==> config.mk <==
export PLATFORM = sky130hd
export DESIGN_NAME = maxnet_controller
export DESIGN_NICKNAME = d
export VERILOG_FILES = /design/src/rtl/maxnet_controller.sv
export SDC_FILE = /design/constraint.sdc
export NUM_CORES = 1
export LEC_CHECK = 0
export BUFFER_PORTS_ARGS = -buffer_cell sky130_fd_sc_hd__buf_2
export CAP_MARGIN = 15
export CORE_MARGIN = 2
export CORE_UTILIZATION = 29
export DETAILED_ROUTE_END_ITERATION = 7
export SKIP_CTS_REPAIR_TIMING = 1
export SYNTH_ARGS = -nofsm -noshare
export SYNTH_HDL_FRONTEND = slang
export SYNTH_SLANG_ARGS = --single-unit
==> constraint.sdc <==
create_clock -name clk -period 2.3 [get_ports clk]
set_clock_uncertainty 0.15 [all_clocks]
set_input_delay 0.345 -clock clk [delete_from_list [all_inputs] [get_ports clk]]
set_output_delay 0.345 -clock clk [all_outputs]
set_load 0.01 [all_outputs]
==> src/rtl/maxnet_controller.sv <==
// Sequencer for the 4-lane max-finding datapath: load, then ACT/MULT/ADD/UPDATE/CHECK until found.
// Optional iteration limit enabled by defining MAXNET_TIMEOUT_EN (uses MAX_ITER).
module maxnet_controller #(
    parameter int ITER_W   = 8,
    parameter int MAX_ITER = 100
) (
    input  logic              clk,
    input  logic              rst,
    input  logic              start,
    input  logic              found,
    output logic              main_write,
    output logic              actWrite,
    output logic              multWrite,
    output logic              addWrite,
    output logic              mainRegWrite,
    output logic              s1,
    output logic              s2,
    output logic              s3,
    output logic              s4,
    output logic              busy,
    output logic              done,
    output logic [ITER_W-1:0] iter_count,
    output logic              timeout
);

    typedef enum logic [2:0] {
        ST_IDLE,
        ST_LOAD,
        ST_ACT,
        ST_MULT,
        ST_ADD,
        ST_UPDATE,
        ST_CHECK,
        ST_DONE
    } state_e;

    if (MAX_ITER < 1 || MAX_ITER > (2 ** ITER_W) - 1) begin : g_bad_max_iter
        $error("maxnet_controller: MAX_ITER out of range for ITER_W");
    end

    state_e            state_q, state_d;
    logic              first_iter_q, first_iter_d;
    logic [ITER_W-1:0] iter_count_q, iter_count_d;
    logic              timeout_q, timeout_d;
    logic              limit_hit;

`ifdef MAXNET_TIMEOUT_EN
    assign limit_hit = (iter_count_q == ITER_W'(MAX_ITER));
`else
    assign limit_hit = 1'b0;
`endif

    // NOTE: state registers use non-blocking assignments so every flop samples pre-edge values.
    always_ff @(posedge clk) begin
        if (!rst) begin
            state_q      <= ST_IDLE;
            first_iter_q <= 1'b1;
            iter_count_q <= '0;
            timeout_q    <= 1'b0;
        end else begin
            state_q      <= state_d;
            first_iter_q <= first_iter_d;
            iter_count_q <= iter_count_d;
            timeout_q    <= timeout_d;
        end
    end

    // NOTE: every always_comb target gets a default first so no latch is inferred.
    always_comb begin
        state_d      = state_q;
        first_iter_d = first_iter_q;
        iter_count_d = iter_count_q;
        timeout_d    = timeout_q;
        unique case (state_q)
            ST_IDLE: begin
                if (start) state_d = ST_LOAD;
            end
            ST_LOAD: begin
                iter_count_d = '0;
                timeout_d    = 1'b0;
                first_iter_d = 1'b1;
                state_d      = ST_ACT;
            end
            ST_ACT:  state_d = ST_MULT;
            ST_MULT: state_d = ST_ADD;
            ST_ADD:  state_d = ST_UPDATE;
            ST_UPDATE: begin
                first_iter_d = 1'b0;
                if (iter_count_q != '1) iter_count_d = iter_count_q + 1'b1;
                state_d = ST_CHECK;
            end
            ST_CHECK: begin
                // found outranks the iteration limit when both occur together
                if (found) begin
                    state_d = ST_DONE;
                end else if (limit_hit) begin
                    timeout_d = 1'b1;
                    state_d   = ST_DONE;
                end else begin
                    state_d = ST_ACT;
                end
            end
            ST_DONE: state_d = ST_IDLE;
            default: state_d = ST_IDLE;
        endcase
    end

    logic act_feedback;
    assign act_feedback = (state_q == ST_ACT) && !first_iter_q;

    assign main_write   = (state_q == ST_LOAD);
    assign actWrite     = (state_q == ST_ACT);
    assign multWrite    = (state_q == ST_MULT);
    assign addWrite     = (state_q == ST_ADD);
    assign mainRegWrite = (state_q == ST_UPDATE);
    assign s1           = act_feedback;
    assign s2           = act_feedback;
    assign s3           = act_feedback;
    assign s4           = act_feedback;
    assign busy         = (state_q != ST_IDLE);
    assign done         = (state_q == ST_DONE);
    assign iter_count   = iter_count_q;
    assign timeout      = timeout_q;

endmodule

### After elaboration in Yosys (flattened, before gate mapping)

Index checks and enable logic that the tools add are counted.
Widths: inputs -> output; s select.

| storage, ports and cells | value |
|---|---|
| register bits | 12 |
| logic and storage cells | 26 |
| input port bits | 4 |
| output and inout bits | 20 |

| cells by class | value |
|---|---|
| multiplexer cells | 6 |
| equal/unequal tests | 10 |
| $add $sub $neg | 1 |
| reductions and logical operators | 6 |

Operators by type and width:

| operator | count |
|---|---|
| $pmux 3 s8 | 1 |
| $pmux 8 s2 | 1 |
| $eq 3x3->1 const B | 4 |
| $add 8x1->8 const B | 1 |
| $mux 8 | 1 |
| $ne 8x8->1 const B | 1 |
| $eq 3x2->1 const B | 2 |
| $mux 3 | 2 |
| $eq 3x1->1 const B | 1 |
| $logic_not 3->1 | 1 |
| $reduce_bool 3->1 | 1 |
| $ne 2x1->1 const B | 1 |
| $ne 2x2->1 const B | 1 |
| $pmux 1 s2 | 1 |
| $reduce_and 2->1 | 1 |
| $reduce_bool 2->1 | 1 |
| $logic_and 1x1->1 | 1 |
| $logic_not 1->1 | 1 |

### Depth between registers and ports, before layout

Gate-level depths: netlist of run 1.

| logic depth | value |
|---|---|
| depth after elaboration | 3 |
| depth in mapped cells | 6 |
| gate-level depth less buffers | 5 |

### Worst setup path after synthesis of run 1

Ideal clock, no wire load.

| path | value |
|---|---|
| path kind | flip-flop to output port |
| from | register state_q[0] |
| to | output port s2 |
| arrival | 1.373 ns |
| stages on the path, launching flop included | 6 |
| path buffers | 1 |
| required time | 1.805 ns |
| slack | 0.432 ns |
| cell sequence | dfxtp_1 inv_1 ha_1 nor2b_1 nor2b_1 buf_4 |

| on the way | value |
|---|---|
| longest elaborated chain between the ends | 2 |

Ends and longest elaborated chain:

| what | RTL line | source |
|---|---|---|
| start: declaration | 41 | `state_e state_q, state_d;` |
| start signal: assignment | 61 | `state_q <= state_d;` |
| $eq 3x2->1 | - |  |
| net actWrite | 12 | `output logic actWrite,` |
| $logic_and 1x1->1 | 109 | `assign act_feedback = (state_q == ST_ACT) && !first_iter_q;` |
| end: declaration | 17 | `output logic s2,` |

The timed path passes the listed nets, and every way through them passes these cells.

### Worst setup path in the final report of run 1

| path | value |
|---|---|
| from | register state_q[0] |
| to | output port s4 |

| on the way | value |
|---|---|
| longest elaborated chain between the ends | 2 |

Ends and longest elaborated chain:

| what | RTL line | source |
|---|---|---|
| $eq 3x2->1 | 109 |  |
| $logic_and 1x1->1 | 109 |  |
| end: declaration | 19 | `output logic s4,` |

Every way passes these cells.

==> impl_metrics.sql, run 1 <==
INSERT INTO impl_metrics (metric_group, metric, value, unit) VALUES
('setup_path', 'worstPathCellList', 'inv_1 -> ha_1 -> nor2b_1 -> nor2b_1 -> buf_2', ''),
('cells_and_area', 'num-nets-final', '131', ''),
('yosys', 'netlist-cell-type-count', '39', ''),
('setup_path', 'path_max_fanout', '5', ''),
('drt', 'finalWirelength', '1980', 'um'),
('setup_path', 'critical_path_class', 'reg -> out', ''),
('yosys', 'number_of_enable_flip_flop_cells_after_synthesis', '0', ''),
('cells_and_area', 'commonest_cells_after_routing_fill_and_taps_aside', 'buf_2, dfxtp_1, o21ai_0', ''),
('placement', 'gp_congestion', '0.717', ''),
('floorplan', 'design.die.area', '3560', 'um^2'),
('clock_network', 'cts.reportedPaths.clkPinSlew', '0.08', 'ns'),
('yosys', 'async_reset_ff_share', '0', '%'),
('global_routing', 'grt_antenna_before_repair', '0', ''),
('drt', 'via_count_normalized_by_instance_count', '5.50', ''),
('timing', 'finalSetupTns', '0', 'ns'),
('timing', 'fin_crit_sh', '86.9', '%'),
('drt', 'post_route_drc', '0', ''),
('power_and_ir_drop', 'p_leak', '0.438', 'nW'),
('timing', 'final_setup_violation_count', '0', ''),
('clock_network', 'cts_max_level', '1', ''),
('drt', 'wire_per_inst', '12.9', 'um'),
('global_routing', 'combined_global_route_utilization_of_all_metal_layers', '12.5', '%'),
('drt', 'dr.first_iter.drc_count', '23', ''),
('drt', 'drt-pass1-iter-count', '4', ''),
('yosys', 'post_synth_inst_count', '103', ''),
('drt', 'routed-via-count', '842', ''),
('timing', 'fmax', '0.501', 'GHz'),
('yosys', 'ys_dominant_reg_cell', 'dfxtp_1', ''),
('clock_network', 'worstSkewPairLatency', '0.28', 'ns'),
('setup_path', 'crit_path_max_delay_cell_type', 'dfxtp_1', ''),
('placement', 'post-dp-hpwl', '1490', 'um'),
('global_routing', 'overflow', '0', ''),
('clock_network', 'clock_tree.buffer_depth', '2', ''),
('setup_path', 'cp.buffers_inverters', '2', ''),
('floorplan', 'io_pins', '24', ''),
('cells_and_area', 'area_growth_syn_to_layout', '11.7', '%'),
('timing', 'rsz0062_at_grt', 'false', ''),
('power_and_ir_drop', 'power.density_cell_area', '724', 'nW/um^2'),
('setup_path', 'setup.worst_path.end_class', 'output pin', ''),
('global_routing', 'grt_pass1_wl', '3390', 'um'),
('placement', 'io_buffer_count', '22', ''),
('drt', 'antenna_left', '0', ''),
('cells_and_area', 'layout-drive-gt1-share', '29.2', '%'),
('yosys', 'seq_area_frac_synth', '26.7', '%'),
('timing', 'final-hold-violation-count', '0', ''),
('power_and_ir_drop', 'ir_drop', '0.313', 'mV'),
('setup_path', 'timing.critical_path.arrival', '1.50', 'ns'),
('global_routing', 'grt_start_max_net_pins', '16', ''),
('yosys', 'synthesis.nets', '113', ''),
('floorplan', 'die-height', '59.7', 'um'),
('clock_network', 'cts_root_buf', 'clkbuf_4', ''),
('setup_path', 'required_time_reported_for_the_critical_path_endpoint', '1.80', 'ns'),
('yosys', 'synth_area_per_cell', '8.72', 'um^2'),
('timing', 'fin_crit', '2.00', 'ns'),
('cells_and_area', 'combined_flip_flop_and_latch_cell_area', '240', 'um^2'),
('cells_and_area', 'n_fill_cell', '331', ''),
('setup_path', 'crit_cells', '5', ''),
('cells_and_area', 'post-route-cell-area', '1000', 'um^2'),
('cells_and_area', 'area_of_combinational_cells_with_multiple_inputs', '549', 'um^2'),
('yosys', 'syn_area', '898', 'um^2'),
('timing', 'slew_violations', '0', ''),
('setup_path', 'critPathTopFamily', 'simple AND/OR/NAND/NOR gates', ''),
('setup_path', 'ff2ff_path_depth', '4', ''),
('clock_network', 'numCtsBuffers', '3', ''),
('floorplan', 'die_width', '59.7', 'um'),
('floorplan', 'rows', '20', ''),
('global_routing', 'via_count_of_the_first_global_routing_pass', '760', ''),
('yosys', 'yosys_warnings', '0', ''),
('setup_path', 'critPathMostFrequentCell', 'nor2b_1', ''),
('yosys', 'synth_seq_cells', '12', ''),
('cells_and_area', 'insertedDiodeCount', '0', ''),
('clock_network', 'tritoncts_clock_tree', 'built', ''),
('placement', 'placedInstanceArea', '965', 'um^2'),
('min_path', 'hold_path.class', 'in -> reg', ''),
('cells_and_area', 'layout_commonest_cell', 'buf_2', ''),
('clock_network', 'clkSinkCount', '12', ''),
('min_path', 'timing.hold.worst_path_depth', '2', ''),
('floorplan', 'fp.coreArea', '3000', 'um^2'),
('setup_path', 'critical_path.startpoint_type', 'register', ''),
('run_status', 'result_of_the_run', 'finished, final reports clean', ''),
('run', 'drv.max_cap_violation_count', '0', ''),
('floorplan', 'initial_standard_cell_utilization_of_the_core', '29.9', '%'),
('setup_path', 'max_stage_delay', '0.36', 'ns');
[through the flow]
stage          hold WS (ns)  utilization (%)  total power, W  worst slack [ns]  cells
6_report              0.185             33.4        0.000726             0.302    153
5_1_grt               0.206             33.4        0.000789             0.144    153
4_1_cts               0.181             33.3        0.000728             0.165    153
3_5_place_dp          0.334             32.1        0.000548             0.493    149
3_3_place_gp          0.331             32.1        0.000544             0.518    149
2_1_floorplan         0.305                -        0.000489             0.432    103
[power breakdown]
part | internal [W] | total, W | switching, W | leakage (nW)
Combinational | 0.000118 | 0.000305 | 0.000187 | 0.320
Clock | 0.0000964 | 0.000175 | 0.0000791 | 0.0210
Sequential | 0.000225 | 0.000245 | 0.0000200 | 0.0971
Total | 0.000440 | 0.000726 | 0.000286 | 0.438
[sequential cells by signal, indices dropped and copies added (netlist names)]
name          flops
state_q           3
iter_count        8
first_iter_q      1
[worst register-to-register path, stage by stage, from the launching register on]
cell and delay, ns:
dfxtp_1 0.50, ha_1 0.33, and4_4 0.31, a2111oi_4 0.08
a311o_1 0.31
[layout make-up]
| type | instances | area share [%] |
|---|---|---|
| clock buffers | 4 | 3.62 |
| inverters | 5 | 1.87 |
| multi-input cells | 76 | 54.7 |
| flip-flops and latches | 12 | 23.9 |
| well taps | 33 | 4.11 |
| repair buffers | 23 | 11.7 |
[worst paths after layout]
path                                    start            end  slack (ns)
worst min register to register   first_iter_q   first_iter_q        0.35
worst min-delay path                      rst   first_iter_q        0.18
worst max register to register  iter_count[0]  iter_count[0]        0.52
worst max-delay path               state_q[0]             s4        0.30
[Yosys cell counts, types with 2 or more instances]
master | count | area (um^2)
dfxtp_1 | 12 | 240
o21ai_0 | 7 | 35.0
a211oi_1 | 6 | 45.0
ha_1 | 6 | 75.1
nand3_1 | 6 | 30.0
a21oi_1 | 5 | 25.0
inv_1 | 5 | 18.8
and3_2 | 4 | 30.0
buf_4 | 4 | 30.0
nand2_1 | 4 | 15.0
nor2b_1 | 4 | 25.0
and3_1 | 3 | 18.8
or3_1 | 3 | 18.8
a311o_1 | 2 | 20.0
a41oi_1 | 2 | 17.5
and2_1 | 2 | 12.5
buf_6 | 2 | 22.5
clkbuf_8 | 2 | 27.5
nand2b_1 | 2 | 12.5
nand4_1 | 2 | 12.5
nor2_1 | 2 | 7.51
[per-layer routing]
| layer | wire [um] | vias to the layer above | part of all wire [%] | global-route usage (%) |
|---|---|---|---|---|
| met1 | 962 | 400 | 49 | 16.4 |
| li1 | - | 420 | - | - |
| met4 | 46 | 0 | 2.3 | 6.67 |
| met5 | 0 | - | 0 | 0 |
| met3 | 69 | 4 | 3.5 | 1.95 |
| met2 | 898 | 18 | 45 | 19.4 |
[cells by family after synthesis]
| kind of cell | Yosys count | share of synthesized area (%) |
|---|---|---|
| AO/OA/AOI/OAI | 30 | 24.9 |
| adder cells (fa/ha/maj) | 6 | 8.36 |
| AND/OR/NAND/NOR | 38 | 26.0 |
| other | 1 | 0.417 |
| multiplexers | 1 | 1.11 |
| flip-flops | 12 | 26.7 |
| buffers and inverters | 15 | 12.4 |
(Power assumes the default switching activity.)
==> run 2: changes to the inputs <==
--- a/config.mk
+++ b/config.mk
@@ -7,9 +7,13 @@
 export LEC_CHECK = 0
 export BUFFER_PORTS_ARGS = -buffer_cell sky130_fd_sc_hd__buf_2
 export CAP_MARGIN = 15
+export CELL_PAD_IN_SITES_DETAIL_PLACEMENT = 1
+export CELL_PAD_IN_SITES_GLOBAL_PLACEMENT = 2
 export CORE_MARGIN = 2
 export CORE_UTILIZATION = 29
 export DETAILED_ROUTE_END_ITERATION = 7
+export PLACE_DENSITY_LB_ADDON = 0.1
+export SETUP_SLACK_MARGIN = 0.3
 export SKIP_CTS_REPAIR_TIMING = 1
 export SYNTH_ARGS = -nofsm -noshare
 export SYNTH_HDL_FRONTEND = slang
==> constraint.sdc (replaced) <==
create_clock -name clk -period 2.3 [get_ports clk]
set_clock_uncertainty 0.15 [all_clocks]
set_input_delay 0.46 -clock clk [delete_from_list [all_inputs] [get_ports clk]]
set_output_delay 0.46 -clock clk [all_outputs]
set_load 0.01 [all_outputs]
==> impl_metrics.sql, run 2 (synthesis gave the netlist of run 1 again) <==
INSERT INTO impl_metrics (metric_group, metric, value, unit) VALUES
('floorplan', 'initial_standard_cell_utilization_of_the_core', '29.9', '%'),
('timing', 'final_critical_path_setup_slack', '0.357', 'ns'),
('drt', 'routed-via-count', '851', ''),
('clock_network', 'worstSkewPairLatency', '0.28', 'ns'),
('cells_and_area', 'number_of_flip_flops_under_the_largest_register_name', '8', ''),
('global_routing', 'grt_pass1_wl', '3770', 'um'),
('timing', 'hold_slack', '0.314', 'ns'),
('timing', 'final_setup_violation_count', '0', ''),
('cells_and_area', 'layout_commonest_cell', 'buf_2', ''),
('clock_network', 'cts_max_level', '1', ''),
('global_routing', 'grt_antenna_before_repair', '0', ''),
('timing', 'final-hold-violation-count', '0', ''),
('placement', 'gp_congestion', '0.755', ''),
('timing', 'rsz0062_at_grt', 'true', ''),
('cells_and_area', 'num-nets-final', '135', ''),
('drt', 'wire_per_inst', '15.0', 'um'),
('timing', 'finalSetupTns', '0', 'ns'),
('clock_network', 'cts.reportedPaths.clkPinSlew', '0.08', 'ns'),
('timing', 'slew_headroom', '68.3', '%'),
('floorplan', 'die-height', '59.7', 'um'),
('drt', 'antenna_left', '0', ''),
('setup_path', 'critical_path_class', 'reg -> out', ''),
('run', 'drv.max_cap_violation_count', '0', ''),
('setup_path', 'path_max_fanout', '5', ''),
('global_routing', 'via_count_of_the_first_global_routing_pass', '739', ''),
('cells_and_area', 'layout-drive-gt1-share', '39.5', '%'),
('setup_path', 'timing.critical_path.arrival', '1.33', 'ns'),
('power_and_ir_drop', 'ir_drop', '0.414', 'mV'),
('setup_path', 'required_time_reported_for_the_critical_path_endpoint', '1.69', 'ns'),
('global_routing', 'grt_start_max_net_pins', '15', ''),
('floorplan', 'design.die.area', '3560', 'um^2'),
('global_routing', 'combined_global_route_utilization_of_all_metal_layers', '14.5', '%'),
('placement', 'io_buffer_count', '22', ''),
('clock_network', 'tritoncts_clock_tree', 'built', ''),
('clock_network', 'clkSinkCount', '12', ''),
('floorplan', 'die_width', '59.7', 'um'),
('clock_network', 'clock_tree.buffer_depth', '2', ''),
('placement', 'dp.cells', '150', ''),
('cells_and_area', 'area_growth_syn_to_layout', '21.3', '%'),
('setup_path', 'critical_path.startpoint_type', 'register', ''),
('floorplan', 'io_pins', '24', ''),
('cells_and_area', 'insertedDiodeCount', '0', ''),
('clock_network', 'numCtsBuffers', '3', ''),
('global_routing', 'overflow', '0', ''),
('placement', 'post-dp-hpwl', '1730', 'um'),
('cells_and_area', 'post-route-util', '36.3', '%'),
('power_and_ir_drop', 'power.density_cell_area', '784', 'nW/um^2'),
('setup_path', 'setup.worst_path.end_class', 'output pin', ''),
('power_and_ir_drop', 'p_leak', '0.458', 'nW'),
('min_path', 'hold_path.class', 'in -> reg', ''),
('cells_and_area', 'commonest_cells_after_routing_fill_and_taps_aside', 'buf_2, dfxtp_1, o21ai_0', ''),
('floorplan', 'rows', '20', ''),
('drt', 'via_count_normalized_by_instance_count', '5.42', ''),
('cells_and_area', 'stdcell_count', '157', ''),
('timing', 'slew_violations', '0', ''),
('timing', 'worst-slew-pin-transition', '0.463', 'ns'),
('run_status', 'result_of_the_run', 'finished, final reports clean', ''),
('timing', 'fin_crit', '1.94', 'ns'),
('drt', 'finalWirelength', '2350', 'um'),
('cells_and_area', 'n_fill_cell', '372', ''),
('drt', 'post_route_drc', '0', ''),
('placement', 'dp_slack', '0.442', 'ns'),
('drt', 'dr.first_iter.drc_count', '17', ''),
('timing', 'fin_crit_sh', '84.5', '%'),
('floorplan', 'fp.coreArea', '3000', 'um^2'),
('timing', 'fmax', '0.515', 'GHz'),
('drt', 'drt-pass1-iter-count', '4', ''),
('clock_network', 'cts_root_buf', 'clkbuf_4', '');
[run 2: changes by cell type in the layout (fill, tap and decap cells not counted), sizes merged]
cell,before,now
inv,5,4
clkinvlp,0,1
buf,23,27
[run 2: cell type report]
| cell class | instances | area, um^2 | share of cell area, % |
|---|---|---|---|
| inverter | 5 | 22.5 | 2.07 |
| tap | 33 | 41.3 | 3.79 |
| timing repair buffer | 27 | 154 | 14.1 |
| clock buffer | 4 | 36.3 | 3.33 |
| sequential | 12 | 246 | 22.6 |
| multi-input combinational | 76 | 589 | 54.1 |
[run 2: metrics by stage]
step                cell area [um^2]  total power, W
finish                          1090        0.000854
global route                    1090        0.000921
CTS                             1010        0.000762
detailed placement               972        0.000579
global placement                 972        0.000572
floorplan                        898        0.000489
[run 2: worst max-delay path: stages (launching register included)]
cell,delay (ns)
dfxtp_4,0.36
inv_2,0.08
ha_4,0.15
nor2b_4,0.15
nor2b_4,0.17
buf_2,0.14
[run 2: layer usage]
layer  vias up  GRT usage, %  share of wire, %
met5         -             0                 0
met4         0          4.76              0.89
met3         2          5.19               4.9
met2        21          19.3                43
met1       404          21.3                52
li1        424             -                 -
[run 2: worst paths after layout]
path                                     from       endpoint  slack [ns]  depth (start not counted)
worst min-delay path                      rst   first_iter_q        0.31                          2
worst max-delay path               state_q[0]             s3        0.36                          5
worst min register to register  iter_count[7]  iter_count[7]        0.39                          1
worst max register to register  iter_count[0]  iter_count[0]        0.52                          4
[run 2: report_power, final]
| group | internal [W] | leakage, nW | switching (W) |
|---|---|---|---|
| registers | 0.000232 | 0.0986 | 0.0000238 |
| clock network | 0.0000965 | 0.0210 | 0.0000801 |
| logic | 0.000190 | 0.339 | 0.000231 |
| total | 0.000519 | 0.458 | 0.000335 |
==> run 3: changes to the inputs <==
--- a/config.mk
+++ b/config.mk
@@ -10,7 +10,7 @@
 export CELL_PAD_IN_SITES_DETAIL_PLACEMENT = 1
 export CELL_PAD_IN_SITES_GLOBAL_PLACEMENT = 2
 export CORE_MARGIN = 2
-export CORE_UTILIZATION = 29
+export CORE_UTILIZATION = 27
 export DETAILED_ROUTE_END_ITERATION = 7
 export PLACE_DENSITY_LB_ADDON = 0.1
 export SETUP_SLACK_MARGIN = 0.3
==> constraint.sdc (replaced) <==
create_clock -name clk -period 1.7 [get_ports clk]
set_clock_uncertainty 0.15 [all_clocks]
set_input_delay 0.34 -clock clk [delete_from_list [all_inputs] [get_ports clk]]
set_output_delay 0.34 -clock clk [all_outputs]
set_load 0.01 [all_outputs]
==> impl_metrics.sql, run 3 (synthesis gave the netlist of run 1 again) <==
INSERT INTO impl_metrics (metric_group, metric, value, unit) VALUES
('placement', 'placedInstanceArea', '1070', 'um^2'),
('timing', 'fin_crit_sh', '106', '%'),
('floorplan', 'die_width', '61.7', 'um'),
('floorplan', 'initial_standard_cell_utilization_of_the_core', '29.0', '%'),
('setup_path', 'critPathCapture', 's1', ''),
('timing', 'finalSetupTns', '-0.593', 'ns'),
('setup_path', 'path_max_fanout', '4', ''),
('global_routing', 'overflow', '0', ''),
('timing', 'final-hold-violation-count', '0', ''),
('placement', 'io_buffer_count', '22', ''),
('setup_path', 'required_time_reported_for_the_critical_path_endpoint', '1.21', 'ns'),
('placement', 'gp_congestion', '0.740', ''),
('setup_path', 'timing.critical_path.arrival', '1.31', 'ns'),
('timing', 'fin_crit', '1.80', 'ns'),
('clock_network', 'numCtsBuffers', '3', ''),
('run_status', 'result_of_the_run', 'finished with violations', ''),
('floorplan', 'die-height', '61.7', 'um'),
('cells_and_area', 'n_fill_cell', '372', ''),
('run_status', 'violations', 'negative setup slack', ''),
('global_routing', 'grt_pass1_wl', '3980', 'um'),
('cells_and_area', 'commonest_cells_after_routing_fill_and_taps_aside', 'buf_2, buf_4, buf_6', ''),
('timing', 'fmax', '0.555', 'GHz'),
('min_path', 'hold_path.class', 'in -> reg', ''),
('setup_path', 'critical_path.startpoint_type', 'register', ''),
('cells_and_area', 'post-route-cell-area', '1460', 'um^2'),
('cells_and_area', 'stdcell_count', '185', ''),
('timing', 'worst-slew-pin-transition', '0.501', 'ns'),
('timing', 'final_critical_path_setup_slack', '-0.103', 'ns'),
('setup_path', 'rr_startpoint', 'state_q[0]', ''),
('power_and_ir_drop', 'logic_gate_share_of_total_power', '61.2', '%'),
('power_and_ir_drop', 'power.total', '0.00152', 'W'),
('setup_path', 'crit_path_max_delay_cell_type', 'dfxtp_2', ''),
('cells_and_area', 'insertedDiodeCount', '0', ''),
('cells_and_area', 'num-nets-final', '152', ''),
('setup_path', 'worstPathCellList', 'buf_6 -> ha_4 -> nor2b_4 -> nor2b_4 -> buf_2', ''),
('setup_path', 'reg2reg_to', 'state_q[2]', ''),
('power_and_ir_drop', 'p_leak', '0.570', 'nW'),
('run', 'drv.max_cap_violation_count', '0', ''),
('setup_path', 'max_stage_delay', '0.35', 'ns'),
('floorplan', 'design.die.area', '3800', 'um^2'),
('clock_network', 'clkSinkCount', '12', ''),
('power_and_ir_drop', 'power.share.clock', '16.4', '%'),
('clock_network', 'cts_max_level', '1', ''),
('timing', 'slew_headroom', '65.8', '%'),
('clock_network', 'cts.reportedPaths.clkPinSlew', '0.09', 'ns'),
('setup_path', 'critical_path_class', 'reg -> out', ''),
('timing', 'hold_slack', '0.212', 'ns'),
('drt', 'dr.first_iter.drc_count', '28', ''),
('setup_path', 'critPathMostFrequentCell', 'nor2b_4', ''),
('clock_network', 'cts_root_buf', 'clkbuf_4', ''),
('drt', 'routed-via-count', '947', ''),
('power_and_ir_drop', 'power.switching', '0.000595', 'W'),
('clock_network', 'worstSkewPairLatency', '0.28', 'ns'),
('global_routing', 'grt_antenna_before_repair', '0', ''),
('placement', 'dp.cells', '165', ''),
('placement', 'post-dp-hpwl', '1840', 'um'),
('power_and_ir_drop', 'share_seq_of_total_power', '22.4', '%'),
('setup_path', 'setup.worst_path.end_class', 'output pin', ''),
('drt', 'drt-pass1-iter-count', '2', ''),
('power_and_ir_drop', 'power.share.switching', '39.1', '%'),
('setup_path', 'regToRegSetupSlack', '0.04', 'ns'),
('cells_and_area', 'layout_commonest_cell', 'buf_2', ''),
('cells_and_area', 'area_growth_syn_to_layout', '62.1', '%'),
('floorplan', 'fp.coreArea', '3100', 'um^2'),
('clock_network', 'tritoncts_clock_tree', 'built', ''),
('drt', 'finalWirelength', '3070', 'um'),
('floorplan', 'rows', '20', ''),
('setup_path', 'startpoint', 'state_q[1]', ''),
('global_routing', 'via_count_of_the_first_global_routing_pass', '835', ''),
('timing', 'slew_violations', '0', ''),
('drt', 'antenna_left', '0', ''),
('global_routing', 'grt_start_max_net_pins', '15', ''),
('drt', 'wire_per_inst', '16.6', 'um'),
('global_routing', 'combined_global_route_utilization_of_all_metal_layers', '14.5', '%'),
('cells_and_area', 'layout-drive-gt1-share', '70.9', '%'),
('timing', 'final_setup_violation_count', '9', ''),
('clock_network', 'clock_tree.buffer_depth', '2', ''),
('cells_and_area', 'number_of_flip_flops_under_the_largest_register_name', '8', ''),
('setup_path', 'ff2ff_path_depth', '5', ''),
('power_and_ir_drop', 'power_internal', '0.000926', 'W'),
('drt', 'post_route_drc', '0', ''),
('floorplan', 'io_pins', '24', ''),
('power_and_ir_drop', 'ir_drop', '0.669', 'mV'),
('power_and_ir_drop', 'power.density_cell_area', '1040', 'nW/um^2'),
('drt', 'via_count_normalized_by_instance_count', '5.12', ''),
('timing', 'rsz0062_at_grt', 'true', '');
run 3: final cells by class:
class                           count  area (um^2)  area share [%]
Clock buffer                        4         36.3            2.49
Inverter                            5         27.5            1.89
Multi-Input combinational cell     76          748            51.4
Sequential cell                    12          264            18.1
Tap cell                           44         55.1            3.78
Timing Repair Buffer               44          325            22.3
run 3: worst min path at each step:
stage,slack [ns],cells past startpoint,end,start
6_report,0.21,2,first_iter_q,rst
5_1_grt,0.22,2,first_iter_q,rst
4_1_cts,0.20,2,first_iter_q,rst
3_5_place_dp,0.40,1,iter_count[1],iter_count[1]
3_3_place_gp,0.40,1,iter_count[1],iter_count[1]
2_1_floorplan,0.37,2,first_iter_q,first_iter_q
run 3: stage by stage:
stage / setup slack, ns / utilization (%)
6_report: -0.103 / 46.9
5_1_grt: -0.173 / 46.9
2_1_floorplan: 0.171 / -
4_1_cts: -0.275 / 35.8
3_3_place_gp: 0.0808 / 34.6
3_5_place_dp: 0.0113 / 34.6
run 3: critical path: cells and delay by family, from the launching register on:
family,cells,cell delay [ns]
DFF,1,0.35
and+or+nand+nor,2,0.30
buffers and inverters,2,0.25
adders and majority gates,1,0.13
run 3: power by group through the flow:
stage | logic (W) | registers, W | clock network [W]
after CTS | 0.000550 | 0.000331 | 0.000253
after global routing | 0.00102 | 0.000344 | 0.000276
after global placement | 0.000543 | 0.000333 | 0
after detailed placement | 0.000545 | 0.000337 | 0
final | 0.000931 | 0.000340 | 0.000249
after floorplan | 0.000367 | 0.000340 | 0
run 3: metal layers:
layer	vias to the layer above	wire length [um]	global-route usage [%]	share of wire (%)
met4	0	28	4.56	0.91
met2	19	1570	25.0	51
met5	-	0	0	0
met3	4	128	2.52	4.2
li1	461	-	-	-
met1	463	1350	18.4	44
